===== config.mk =====
export PLATFORM = sky130hd
export DESIGN_NAME = mem_port_arbiter
export DESIGN_NICKNAME = d
export VERILOG_FILES = /design/src/rtl/mem_port_arbiter_pkg.sv /design/src/rtl/mem_port_arbiter_rr_picker.sv /design/src/rtl/mem_port_arbiter.sv
export SDC_FILE = /design/constraint.sdc
export NUM_CORES = 1
export LEC_CHECK = 0
export CAP_MARGIN = 20
export CORE_ASPECT_RATIO = 0.75
export CORE_UTILIZATION = 39
export CTS_BUF_LIST = sky130_fd_sc_hd__clkbuf_8
export CTS_CLUSTER_DIAMETER = 150
export DETAILED_ROUTE_END_ITERATION = 10
export GPL_ROUTABILITY_DRIVEN = 0
export PLACE_DENSITY = 0.94
export SYNTH_ARGS = -nofsm -noshare
export SYNTH_HDL_FRONTEND = slang
export SYNTH_HIERARCHICAL = 1
export SYNTH_SLANG_ARGS = --single-unit

===== constraint.sdc =====
create_clock -name clk -period 4.4 [get_ports clk]
set_input_delay 0.66 -clock clk [delete_from_list [all_inputs] [get_ports clk]]
set_output_delay 0.66 -clock clk [all_outputs]
set_load 0.1 [all_outputs]

===== src/rtl/mem_port_arbiter_pkg.sv =====
// Shared definitions for the data-memory port arbiter: FSM encoding and default sizes.
// Latency: n/a (types and constants only).
// Backpressure: n/a.
package mem_port_arbiter_pkg;

  localparam int DEF_NUM_CORES  = 4;
  localparam int DEF_ADDR_WIDTH = 16;
  localparam int DEF_DATA_WIDTH = 16;

  // Encoding is visible on the debug state port, so the values are fixed.
  typedef enum logic [1:0] {
    ST_IDLE  = 2'd0,
    ST_ISSUE = 2'd1,
    ST_WAIT  = 2'd2,
    ST_DONE  = 2'd3
  } arb_state_t;

endpackage


===== src/rtl/mem_port_arbiter_rr_picker.sv =====
// Round-robin picker: first set bit of (req & ~mask) searching upward from last_grant+1, wrapping.
// Latency: purely combinational.
// Backpressure: none; vld=0 when no unmasked request is present.
// Ports: req/mask (N bits), last_grant (index) in; grant (index), vld out.
module mem_port_arbiter_rr_picker
  import mem_port_arbiter_pkg::*;
#(
  parameter int N  = DEF_NUM_CORES,
  parameter int IW = $clog2(N)
) (
  input  logic [N-1:0]  req,
  input  logic [N-1:0]  mask,
  input  logic [IW-1:0] last_grant,
  output logic [IW-1:0] grant,
  output logic          vld
);

  logic [N-1:0] cand;
  assign cand = req & ~mask;

  always_comb begin
    int c;
    c     = 0;
    grant = '0;
    vld   = 1'b0;
    for (int k = 1; k <= N; k++) begin
      // last_grant < N always, so one conditional subtract keeps c in 0..N-1
      // even when N is not a power of two.
      c = int'(last_grant) + k;
      if (c >= N) c = c - N;
      if (!vld && cand[c[IW-1:0]]) begin
        vld   = 1'b1;
        grant = c[IW-1:0];
      end
    end
  end

endmodule


===== src/rtl/mem_port_arbiter.sv =====
// Shares one synchronous data-memory port between NUM_CORES cores, round-robin, one access in flight.
// Latency: req sampled at E0 -> mem_en after E0 -> core_ack pulse after E2 (3 cycles).
// Backpressure: core holds core_req until ack; 1 access / 4 cycles, 1 / 3 with ARB_BACK_TO_BACK_EN.
// Ports: core_req/we/addr/wdata in, core_ack/core_rdata out (cores side);
//        mem_en/we/addr/wdata out, mem_rdata in (memory side); state out (debug).
// Build option: define ARB_BACK_TO_BACK_EN to re-arbitrate directly from DONE.
module mem_port_arbiter
  import mem_port_arbiter_pkg::*;
#(
  parameter int NUM_CORES  = DEF_NUM_CORES,
  parameter int ADDR_WIDTH = DEF_ADDR_WIDTH,
  parameter int DATA_WIDTH = DEF_DATA_WIDTH
) (
  input  logic                            clk,
  input  logic                            rst,
  input  logic [NUM_CORES-1:0]            core_req,
  input  logic [NUM_CORES-1:0]            core_we,
  input  logic [NUM_CORES*ADDR_WIDTH-1:0] core_addr,
  input  logic [NUM_CORES*DATA_WIDTH-1:0] core_wdata,
  output logic [NUM_CORES-1:0]            core_ack,
  output logic [DATA_WIDTH-1:0]           core_rdata,
  output logic                            mem_en,
  output logic                            mem_we,
  output logic [ADDR_WIDTH-1:0]           mem_addr,
  output logic [DATA_WIDTH-1:0]           mem_wdata,
  input  logic [DATA_WIDTH-1:0]           mem_rdata,
  output logic [1:0]                      state
);

  localparam int IW = $clog2(NUM_CORES);
  localparam logic [IW-1:0] LAST_RST = IW'(NUM_CORES - 1);
  localparam logic [NUM_CORES-1:0] ONE = NUM_CORES'(1);

  arb_state_t             st_q, st_d;
  logic [IW-1:0]          grant_q, grant_d;
  logic [IW-1:0]          last_q, last_d;
  logic                   op_we_q, op_we_d;    // mem_we drops after ISSUE, so keep the op type
  logic [NUM_CORES-1:0]   ack_q, ack_d;
  logic [DATA_WIDTH-1:0]  rdata_q, rdata_d;
  logic                   mem_en_q, mem_en_d;
  logic                   mem_we_q, mem_we_d;
  logic [ADDR_WIDTH-1:0]  mem_addr_q, mem_addr_d;
  logic [DATA_WIDTH-1:0]  mem_wdata_q, mem_wdata_d;

  logic [NUM_CORES-1:0]   pick_mask;
  logic [IW-1:0]          pick_idx;
  logic                   pick_vld;
  logic                   load_issue;

`ifdef ARB_BACK_TO_BACK_EN
  // In DONE the finishing core still holds its req; keep it out of the pick.
  assign pick_mask = (st_q == ST_DONE) ? (ONE << grant_q) : '0;
`else
  assign pick_mask = '0;
`endif

  mem_port_arbiter_rr_picker #(
    .N  (NUM_CORES),
    .IW (IW)
  ) u_picker (
    .req        (core_req),
    .mask       (pick_mask),
    .last_grant (last_q),
    .grant      (pick_idx),
    .vld        (pick_vld)
  );

  always_comb begin
    st_d        = st_q;
    grant_d     = grant_q;
    last_d      = last_q;
    op_we_d     = op_we_q;
    ack_d       = '0;
    rdata_d     = rdata_q;
    mem_en_d    = 1'b0;
    mem_we_d    = 1'b0;
    mem_addr_d  = mem_addr_q;
    mem_wdata_d = mem_wdata_q;
    load_issue  = 1'b0;

    case (st_q)
      ST_IDLE:  load_issue = pick_vld;
      ST_ISSUE: st_d = ST_WAIT;
      ST_WAIT: begin
        if (!op_we_q) rdata_d = mem_rdata;
        ack_d  = ONE << grant_q;
        last_d = grant_q;
        st_d   = ST_DONE;
      end
      ST_DONE: begin
        st_d = ST_IDLE;
`ifdef ARB_BACK_TO_BACK_EN
        load_issue = pick_vld;
`endif
      end
      default: st_d = ST_IDLE;
    endcase

    // Command capture happens only here; later input changes are ignored.
    if (load_issue) begin
      st_d        = ST_ISSUE;
      grant_d     = pick_idx;
      op_we_d     = core_we[pick_idx];
      mem_en_d    = 1'b1;
      mem_we_d    = core_we[pick_idx];
      mem_addr_d  = core_addr[pick_idx*ADDR_WIDTH +: ADDR_WIDTH];
      mem_wdata_d = core_wdata[pick_idx*DATA_WIDTH +: DATA_WIDTH];
    end
  end

  always_ff @(posedge clk) begin
    if (rst) begin
      st_q        <= ST_IDLE;
      grant_q     <= '0;
      last_q      <= LAST_RST;
      op_we_q     <= 1'b0;
      ack_q       <= '0;
      rdata_q     <= '0;
      mem_en_q    <= 1'b0;
      mem_we_q    <= 1'b0;
      mem_addr_q  <= '0;
      mem_wdata_q <= '0;
    end else begin
      st_q        <= st_d;
      grant_q     <= grant_d;
      last_q      <= last_d;
      op_we_q     <= op_we_d;
      ack_q       <= ack_d;
      rdata_q     <= rdata_d;
      mem_en_q    <= mem_en_d;
      mem_we_q    <= mem_we_d;
      mem_addr_q  <= mem_addr_d;
      mem_wdata_q <= mem_wdata_d;
    end
  end

  assign core_ack   = ack_q;
  assign core_rdata = rdata_q;
  assign mem_en     = mem_en_q;
  assign mem_we     = mem_we_q;
  assign mem_addr   = mem_addr_q;
  assign mem_wdata  = mem_wdata_q;
  assign state      = st_q;

endmodule


==> impl_metrics.csv <==
group,metric,value,unit
route,routedWlPerCell,16.8,µm
yosys,seq_area_frac_synth,41.4,%
hold_path,hold_class,"register to register",
placement,port_buffers,209,
yosys,ys.flop_type,"dfxtp_1",
floorplan,die_x,102,µm
final_layout,layoutNonFillerInstCount,555,
worst_setup_path,crit_path_end,"mem_wdata[15]$_SDFFE_PP0P_",
power,power_leakage,1.94,nW
clocking,root_buffer,"clkbuf_8",
yosys,syn_area,2950,µm²
power,peakVddDrop,211,µV
yosys,synth_top_family_by_area,"multiplexers",
worst_setup_path,reg2reg_depth,6,
placement,placed_cells,540,
route,postRouteWirelength,9.34,mm
final_layout,drive_gt1_share,12.6,%
yosys,yosys.area_share.simple,10.8,%
floorplan,core-area,7330,µm²
yosys,synth-edff-count,0,
worst_setup_path,cp-start-kind,"input pin",
route,detail-route-antenna-nets,0,
route,drt_first_iter_violations,78,
sta,setup_viol,0,
grt,grtUsageTotal,23.9,%
floorplan,start_util,40.2,%
grt,overflow,0,
yosys,syn-instance-count,239,
worst_setup_path,path_max_fanout,15,
sta,fin_crit,2.96,ns
floorplan,num_rows,27,
grt,grt_pass1_vias,2921,
route,num_vias,2841,
route,viasPerCell,5.12,
clocking,cts_tree,"yes",
sta,period_share,67.3,%
clocking,clk_pin_slew,0.06,ns
job,cap_viol_max_count,0,
route,first_pass_iters,4,
sta,hold_slack,0.455,ns
sta,rsz0062_at_grt,"false",
worst_setup_path,crit_arrival,3.17,ns
clocking,cts_buffer_depth,2,
sta,hold_viol,0,
sta,tightest_slew,1.02,ns
yosys,synth_mux_area_share,25.9,%
clocking,post_cts_buffers,0,
worst_setup_path,timing.rr.end,"mem_wdata[15]$_SDFFE_PP0P_",
sta,slew_headroom,32.1,%
final_layout,final_common_cell,"clkdlybuf4s50_1",
power,swShare,39.3,%
sta,drv_slew,0,
worst_setup_path,cp_data_required_time,4.61,ns
final_layout,syn2layout_area_growth,77.9,%
floorplan,die_h,77.3,µm
route,drc_errors,0,
worst_setup_path,rrSetupSlack,1.83,ns
outcome,status,"finished, final reports clean",
yosys,ys_ff_latch,61,
final_layout,nets,604,
clocking,cts_made_buffers,9,
yosys,synth_cell_types,36,
sta,fmax,338,MHz
power,p_per_area,377,nW/µm²
worst_setup_path,reg2reg_from,"last_q[1]$_SDFFE_PP1N_",
power,combPwrFrac,44.1,%
clocking,ctsHtreeMaxLevel,3,
final_layout,fillers,517,
power,pwr-share-clk,23.0,%
yosys,syn_avg_cell_area,12.3,µm²
worst_setup_path,worstSetupPathType,"input pin to register",
final_layout,n_antenna_cell,0,
clocking,cts.sinks,61,
power,finalPower,0.00198,W
floorplan,die_area,7910,µm²
sta,setup_tns,0,ns
yosys,synthArstFlopShare,0,%
clocking,cts_resized,0,
grt,grt_pass1_wl,14.2,mm
yosys,synth_compound_area_share,15.2,%
yosys,yosys_warnings,6,
clocking,worstSkewPairLatency,0.32,ns
final_layout,final_cell_mix,"209 x clkdlybuf4s50_1, 61 x dfxtp_1, 35 x nand2_1",
clocking,holdBufCountCts,0,
worst_setup_path,critPathLaunch,"core_req[1]",
power,switchingPower,0.000777,W
yosys,synth_fa_ha_area_share,0,%
sta,fin_skew,0.00920,ns
worst_setup_path,endpoint_kind,"register",
power,seqPwrFrac,32.9,%
power,p_int,0.00120,W
yosys,synthXorXnorAreaFrac,0,%
floorplan,ioPinCount,210,
grt,grt_max_degree,35,
placement,hpwl,7.57,mm
grt,antenna_found_initial,0,
==> worst max-delay path, cell delays in order <==
cell	delay, ns
clkdlybuf4s50_1	0.49
or3b_1	0.34
a21oi_1	0.15
a221o_2	0.37
buf_4	0.38
mux4_1	0.58
a22o_1	0.18
==> flip-flops by register name, summed over array words and instances, names as in the netlist <==
| signal | count |
|---|---|
| core_rdata | 16 |
| mem_addr | 16 |
| mem_wdata | 16 |
| core_ack | 4 |
| grant_q | 2 |
| last_q | 2 |
| state | 2 |
| mem_en | 1 |
| mem_we | 1 |
| op_we_q | 1 |
==> cells in the mapped netlist (3+ instances only) <==
cell | n | share of area (%)
mux4_2 | 30 | 23
dfxtp_1 | 61 | 41
a22o_1 | 34 | 10
nand2_1 | 35 | 4.5
buf_12 | 3 | 2.0
clkbuf_1 | 5 | 0.64
mux4_1 | 3 | 2.7
buf_2 | 4 | 0.68
nor2_1 | 5 | 0.64
nand2b_1 | 5 | 1.1
a21oi_1 | 18 | 3.1
buf_6 | 6 | 2.3
==> stage by stage <==
stage          worst slack [ns]  cell area [µm²]  util (%)
2_1_floorplan              2.05             2970         -
3_3_place_gp               1.13             5060      69.1
3_5_place_dp               1.08             5060      69.1
4_1_cts                    1.43             5240      71.5
5_1_grt                    1.31             5240      71.5
6_report                   1.44             5240      71.5
==> power by group through the flow <==
| stage | clock [W] | combinational (W) | sequential, W |
|---|---|---|---|
| global placement | 0 | 0.000858 | 0.000658 |
| detailed placement | 0 | 0.000876 | 0.000660 |
| floorplan | 0 | 0.000245 | 0.00103 |
| finish | 0.000455 | 0.000872 | 0.000650 |
| CTS | 0.000470 | 0.000876 | 0.000649 |
| global route | 0.000497 | 0.000907 | 0.000656 |
==> layer usage <==
| metal | vias to the layer above | GRT usage (%) | share of wire, % |
|---|---|---|---|
| met5 | - | 0 | 0 |
| met4 | 0 | 7.00 | 1.2 |
| met3 | 15 | 6.75 | 7.7 |
| met2 | 128 | 44.2 | 53 |
| met1 | 1361 | 26.1 | 38 |
| li1 | 1337 | - | - |
==> layout make-up <==
| class | count | area (µm²) | share of cell area (%) |
|---|---|---|---|
| multi-input cells | 162 | 1580 | 30.1 |
| inverters | 2 | 7.51 | 0.143 |
| well taps | 101 | 126 | 2.41 |
| flip-flops and latches | 61 | 1220 | 23.3 |
| clock buffers | 9 | 124 | 2.36 |
| clock inverters | 6 | 56.3 | 1.07 |
| repair buffers | 214 | 2130 | 40.6 |
==> cell families after synthesis <==
family / count (synthesis)
flip-flops: 61
AND/OR/NAND/NOR: 61
buffers and inverters: 23
other: 1
multiplexers: 34
AO/OA/AOI/OAI: 59
==> worst min path at each step <==
stage / from / to / cells after the start
3_3_place_gp: core_rdata[11]$_SDFFE_PP0P_ / core_rdata[11]$_SDFFE_PP0P_ / 2
5_1_grt: core_rdata[11]$_SDFFE_PP0P_ / core_rdata[11]$_SDFFE_PP0P_ / 2
6_report: core_rdata[8]$_SDFFE_PP0P_ / core_rdata[8]$_SDFFE_PP0P_ / 2
4_1_cts: core_rdata[8]$_SDFFE_PP0P_ / core_rdata[8]$_SDFFE_PP0P_ / 2
2_1_floorplan: grant_q[0]$_SDFFE_PP0P_ / core_ack[2]$_SDFF_PP0_ / 1
3_5_place_dp: core_rdata[8]$_SDFFE_PP0P_ / core_rdata[8]$_SDFFE_PP0P_ / 2
(Power assumes the default switching activity.)
